<file path="src/rtl/param_ser.sv">
// Parallel-to-serial feeder: one W-bit word per handshake, one bit every DIV clocks on x,
// framed by y, followed by one idle bit-period before the next word is accepted.
module param_ser #(
  parameter int W         = 8,
  parameter int DIV       = 4,
  parameter bit LSB_FIRST = 1'b0
) (
  input  logic         clk,
  input  logic         rst,
  input  logic [W-1:0] din,
  input  logic         din_valid,
  output logic         din_ready,
  output logic         x,
  output logic         y,
  output logic         busy,
  output logic         done
);

  localparam int BW   = $clog2(W + 1);
  localparam int DW   = $clog2(DIV + 1);
  localparam int HEAD = LSB_FIRST ? 0 : W - 1;
  localparam logic [DW-1:0] DIV_LAST = DW'(DIV - 1);
  localparam logic [BW-1:0] BIT_LOAD = BW'(W);
  localparam logic [BW-1:0] BIT_ONE  = BW'(1);

  typedef enum logic [1:0] {IDLE, SHIFT, GAP} state_t;

  state_t        state_reg;
  logic [W-1:0]  sr_reg;
  logic [DW-1:0] div_reg;
  logic [BW-1:0] bit_reg;
  logic          din_ready_reg;
  logic          x_reg;
  logic          y_reg;
  logic          busy_reg;
  logic          done_reg;

  logic [W-1:0]  sr_shift;
  logic [W-1:0]  din_shift;
  logic          div_wrap;

  // The current bit lives in x_reg; sr_reg holds only the bits still to be sent,
  // so capture stores din already advanced by one place toward the head.
  for (genvar gi = 0; gi < W; gi++) begin : g_shift
    if (LSB_FIRST) begin : g_down
      if (gi == W - 1) begin : g_fill
        assign sr_shift[gi]  = 1'b0;
        assign din_shift[gi] = 1'b0;
      end else begin : g_move
        assign sr_shift[gi]  = sr_reg[gi+1];
        assign din_shift[gi] = din[gi+1];
      end
    end else begin : g_up
      if (gi == 0) begin : g_fill
        assign sr_shift[gi]  = 1'b0;
        assign din_shift[gi] = 1'b0;
      end else begin : g_move
        assign sr_shift[gi]  = sr_reg[gi-1];
        assign din_shift[gi] = din[gi-1];
      end
    end
  end

  assign div_wrap = (div_reg == DIV_LAST);

  always_ff @(posedge clk) begin
    if (rst) begin
      state_reg     <= IDLE;
      sr_reg        <= '0;
      div_reg       <= '0;
      bit_reg       <= '0;
      din_ready_reg <= 1'b1;
      x_reg         <= 1'b0;
      y_reg         <= 1'b0;
      busy_reg      <= 1'b0;
      done_reg      <= 1'b0;
    end else begin
      done_reg <= 1'b0;
      case (state_reg)
        IDLE: begin
          if (din_valid && din_ready_reg) begin
            sr_reg        <= din_shift;
            div_reg       <= '0;
            bit_reg       <= BIT_LOAD;
            x_reg         <= din[HEAD];
            y_reg         <= 1'b1;
            busy_reg      <= 1'b1;
            din_ready_reg <= 1'b0;
            state_reg     <= SHIFT;
          end
        end
        SHIFT: begin
          if (div_wrap) begin
            div_reg <= '0;
            sr_reg  <= sr_shift;
            bit_reg <= bit_reg - BIT_ONE;
            if (bit_reg == BIT_ONE) begin
              x_reg     <= 1'b0;
              y_reg     <= 1'b0;
              state_reg <= GAP;
            end else begin
              x_reg <= sr_reg[HEAD];
            end
          end else begin
            div_reg <= div_reg + 1'b1;
          end
        end
        GAP: begin
          if (div_wrap) begin
            div_reg       <= '0;
            done_reg      <= 1'b1;
            busy_reg      <= 1'b0;
            din_ready_reg <= 1'b1;
            state_reg     <= IDLE;
          end else begin
            div_reg <= div_reg + 1'b1;
          end
        end
        default: state_reg <= IDLE;
      endcase
    end
  end

  assign din_ready = din_ready_reg;
  assign x         = x_reg;
  assign y         = y_reg;
  assign busy      = busy_reg;
  assign done      = done_reg;

endmodule

</file>
<file path="config.mk">
export PLATFORM = sky130hd
export DESIGN_NAME = param_ser
export DESIGN_NICKNAME = d
export VERILOG_FILES = /design/src/rtl/param_ser.sv
export SDC_FILE = /design/constraint.sdc
export NUM_CORES = 1
export LEC_CHECK = 0
export BUFFER_PORTS_ARGS = -buffer_cell sky130_fd_sc_hd__buf_2
export CAP_MARGIN = 20
export CELL_PAD_IN_SITES_DETAIL_PLACEMENT = 2
export CELL_PAD_IN_SITES_GLOBAL_PLACEMENT = 2
export CORE_UTILIZATION = 34
export DETAILED_ROUTE_END_ITERATION = 6
export PLACE_DENSITY = 0.8
export SYNTH_ARGS = -nofsm -noshare
export SYNTH_HDL_FRONTEND = slang
export SYNTH_SLANG_ARGS = --single-unit
</file>
<file path="constraint.sdc">
create_clock -name clk -period 2 [get_ports clk]
set_input_delay 0.3 -clock clk [delete_from_list [all_inputs] [get_ports clk]]
set_output_delay 0.3 -clock clk [all_outputs]
set_load 0.005 [all_outputs]
</file>
After elaboration in Yosys (flattened, before gate mapping) --
Index checks and enable logic that the tools add are counted. Widths: inputs -> output; s select.
Word-level totals: register bits 22, input bits 11, output and inout bits 5, logic and storage cells 60
Cells by class: bitwise operators 1, multiplexer cells 28, $add $sub $neg 2, reductions and logical operators 12, eq/ne operators 8
Operators by type and width (count):
- $mux 8 | 2
- $pmux 8 s2 | 1
- $mux 1 | 10
- $mux 2 | 4
- $mux 4 | 2
- $ne 2x2->1 const B | 4
- $pmux 1 s2 | 4
- $pmux 4 s2 | 1
- $reduce_and 4->1 | 2
- $mux 3 | 2
- $pmux 2 s3 | 1
- $pmux 3 s2 | 1
- $reduce_and 3->1 | 2
- $reduce_bool 2->1 | 3
- $eq 4x1->1 const B | 1
- $reduce_or 2->1 | 2
- $sub 4x1->4 const B | 1
- $add 3x1->3 const B | 1
- $eq 3x2->1 const B | 1
- $eq 2x1->1 const B | 1
- $eq 2x2->1 const B | 1
- $logic_not 2->1 | 1
- $reduce_and 2->1 | 1
- $logic_and 1x1->1 | 1
- $not 1->1 | 1

Longest topological paths before layout --
depth after elaboration 4, gate-level depth with buffers 8, depth with buffers taken out 6

Worst setup path after synthesis --
OpenSTA, ideal clock, no wires.
path type flip-flop to flip-flop, start register state_reg[0], end register din_ready_reg (netlist: din_ready), stages on the path, launching flop included 7, data arrival time 1.417 ns, data required time 1.878 ns, period minus slack after synthesis 1.539 ns, path buffers 0, path slack 0.461 ns, library setup time 0.122 ns, path through dfxtp_1 -> inv_1 -> ha_1 -> a21boi_4 -> a21oi_2 -> nand2_1 -> a221o_1
Between the ends: longest elaborated chain between the ends 3, elaborated cells on any way between the ends 7, classes of those cells eq/ne: 3; mux: 1; reduce/logical: 3
RTL lines:
- start: declaration | line 28 | state_t state_reg;
- start signal: assignment | line 68 | state_reg <= IDLE;
- start signal: assignment | line 89 | state_reg <= SHIFT;
- start signal: assignment | line 100 | state_reg <= GAP;
- $eq 2x2->1 / $logic_not 2->1 (equally long branches) | line 79 | case (state_reg)
- $ne 2x2->1 (no line) / $reduce_bool 2->1 (equally long branches)
- $reduce_and 3->1 (no line)
- end signal: assignment | line 72 | din_ready_reg <= 1'b1;
- end signal: assignment | line 88 | din_ready_reg <= 1'b0;
- end signal: assignment | line 113 | din_ready_reg <= 1'b1;
- end: declaration | line 32 | logic din_ready_reg;
Parallel ways exist; a longest one is shown, timed or not. A chain may end at the register's enable or synchronous reset.

Worst setup path after layout --
start register state_reg[1], end register sr_reg[4]
Between the ends: longest elaborated chain between the ends 3, elaborated cells on any way between the ends 7, classes of those cells eq/ne: 3; mux: 1; reduce/logical: 3
RTL lines:
- $eq 2x1->1 / $logic_not 2->1 (equally long branches) | line 79
- $ne 2x2->1 (no line) / $reduce_bool 2->1 (equally long branches)
- $reduce_and 3->1 (no line)
- end signal: assignment | line 82 | sr_reg <= din_shift;
- end signal: assignment | line 95 | sr_reg <= sr_shift;
- end: declaration | line 29 | logic [W-1:0] sr_reg;
Parallel ways exist; a longest one is shown, timed or not.

==> qor.txt <==
initial antenna violation count - 0
clock slew at reported path FFs - 0.12 ns
fin crit period - 1.77 ns
R2R cell count - 7
remaining antenna violation count after routing - 0
EDFF count, synth - 0
synthesized area - 0.00107 sq mm
non-filler cells, final - 170
drt first pass iters - 4
pre-CTS WS - 0.244 ns
Hold Crit Class - in2reg
nets@finish - 145
setup violators final - 0
crit-path cells - inv_1 > ha_1 > a21boi_4 > a21oi_4 > buf_4 > nor2_1 > a211oi_1
Hold Path Depth - 3
Worst setup SP type - flip-flop
YS warnings - 0
status - finished clean
max reg flops - 7
full die area - 0.00339 sq mm
H-tree depth - 1
Die H - 58.2 um
DR vias - 880
Syn Inst Count - 109
DIE WIDTH - 58.2 um
Core Region - 0.00303 sq mm
total CTS buffers - 3
clk_lat worst skew - 0.31 ns
remaining global-route overflow - 0
ANT cells - 0
Netlist cell types - 36
Final WS setup - 0.228 ns
CTS sink count - 21
Longest Clk Path Bufs - 2
Tcrit/Tclk final - 88.6%
Critical Path Sink Type - flip-flop
Placed Cells - 166
post-synth top area share - 39.2%
wire per inst - 14.8 um
Setup TNS Final - 0 ns
critical path class - reg2reg
cts hold-fix bufs - 0
Mean Syn Cell Area - 9.85 sq um
CP Max Fanout - 13
number of global-route vias before repair - 959
share of layout cells above drive strength 1 - 27.0%
asr flop ratio synth - 0%
post-synth top area cell - dfxtp_1
Seq/Total Area, Yosys - 39.2%
Worst-Margin Slew - 0.399 ns
Synth area leaders - dfxtp_1 (39%), ha_1 (8.2%), a211oi_1 (6.3%)
P per Cell Area - 1620 mW/mm^2
Design Power - 1.97 mW
Worst VDD drop - 397 uV
# rows - 20
Net Count, Synth - 127
maxcap violations - 0
RSZ-0062 raised after global routing - no
Rel. slew slack - 73.1%
critical path arrival - 2.00 ns
largest net degree at the start of global routing - 20
gr usage total - 17.4%
Hold Slack - 0.247 ns
buffers added on ports - 15
crit path max-delay cell type - dfxtp_1
Leak - 0.502 nW
Boundary Pins - 16
Starting Density - 35.5%
Worst Path Required - 2.23 ns
Via density - 5.18
Final Skew - 0.00155 ns
drt total wl - 2510 um
Main synth FF type - dfxtp_1
Fillers - 339
TritonCTS clock tree - done
drt initial violations - 1
crit-path max cell delay - 0.39 ns
synthesis-to-finish area growth - 13.2%
Yosys reg bits - 21
cts repair resizes - 0
max-slew violations - 0
FMAX - 564 MHz
DR DRC count - 0
Final Hold Fails - 0
DP Wirelength - 2010 um
GPL Wtd Cong - 0.809
Post-CTS Setup Inserts - 0
global-route wire length before repair - 4380 um
root buf cell - clkbuf_4
routing by layer:
layer / GRT usage, % / part of all wire (%) / vias up
li1: - / - / 422
met1: 20.3 / 45 / 440
met2: 30.7 / 50 / 14
met3: 2.23 / 2.4 / 4
met4: 9.18 / 2.0 / 0
met5: 0 / 0 / -
worst max-delay path: cells and delay by family (launching register included):
kind	cells	cell delay, ns
AO/OA/AOI/OAI	3	0.62
adder cells (fa/ha/maj)	1	0.29
buffers and inverters	2	0.34
flip-flops	1	0.39
AND/OR/NAND/NOR	1	0.06
placed cells by master, fill, tap and decap left out, types with 2 or more instances in the layout:
cell,instances
a21oi_1,7
buf_4,2
buf_2,15
nor3b_1,2
clkbuf_4,3
nor3_1,2
dfxtp_1,21
inv_1,7
ha_1,7
o21ai_0,2
nor2_1,10
nand2_1,6
mux2i_1,6
a211oi_2,2
a211oi_1,9
nand4_1,2
xnor2_1,2
through the flow:
stage | area [sq um] | utilization, %
final | 1210 | 40.1
after global routing | 1210 | 40.1
after CTS | 1210 | 40.1
after detailed placement | 1190 | 39.3
after global placement | 1190 | 39.3
after floorplan | 1070 | -
cell families (layout without fill, tap and decap cells):
logic type,count (synthesis),in the layout,synth area share (%)
AO/OA/AOI/OAI,30,30,22.4
XOR/XNOR,2,2,1.63
adder cells (fa/ha/maj),7,7,8.16
buffers and inverters,11,28,5.25
flip-flops,21,21,39.2
multiplexers,6,6,5.59
AND/OR/NAND/NOR,32,32,17.8
worst paths after layout:
check	from	to	slack, ns
max	state_reg[1]	sr_reg[4]	0.23
max reg2reg	state_reg[1]	sr_reg[4]	0.23
min	din[0]	sr_reg[1]	0.25
min reg2reg	div_reg[1]	div_reg[1]	0.47
synth_stat cells, types with 6 or more instances:
cell      count
a211oi_1      9
nand2_1       6
a21oi_1       7
inv_1         7
nor2_1       10
ha_1          7
dfxtp_1      21
mux2i_1       6
final cells by class:
class	count	area, sq um	area share [%]
Timing Repair Buffer	17	90.1	7.42
Tap cell	44	55.1	4.53
Clock buffer	4	26.3	2.16
Inverter	7	26.3	2.16
Sequential cell	21	420	34.6
Multi-Input combinational cell	77	597	49.1
power by group:
group | internal [mW] | total (mW) | switching, mW
clock | 0.0779 | 0.214 | 0.136
sequential | 0.568 | 0.678 | 0.110
combinational | 0.461 | 1.07 | 0.612
Power figures use the tool's default switching activity.
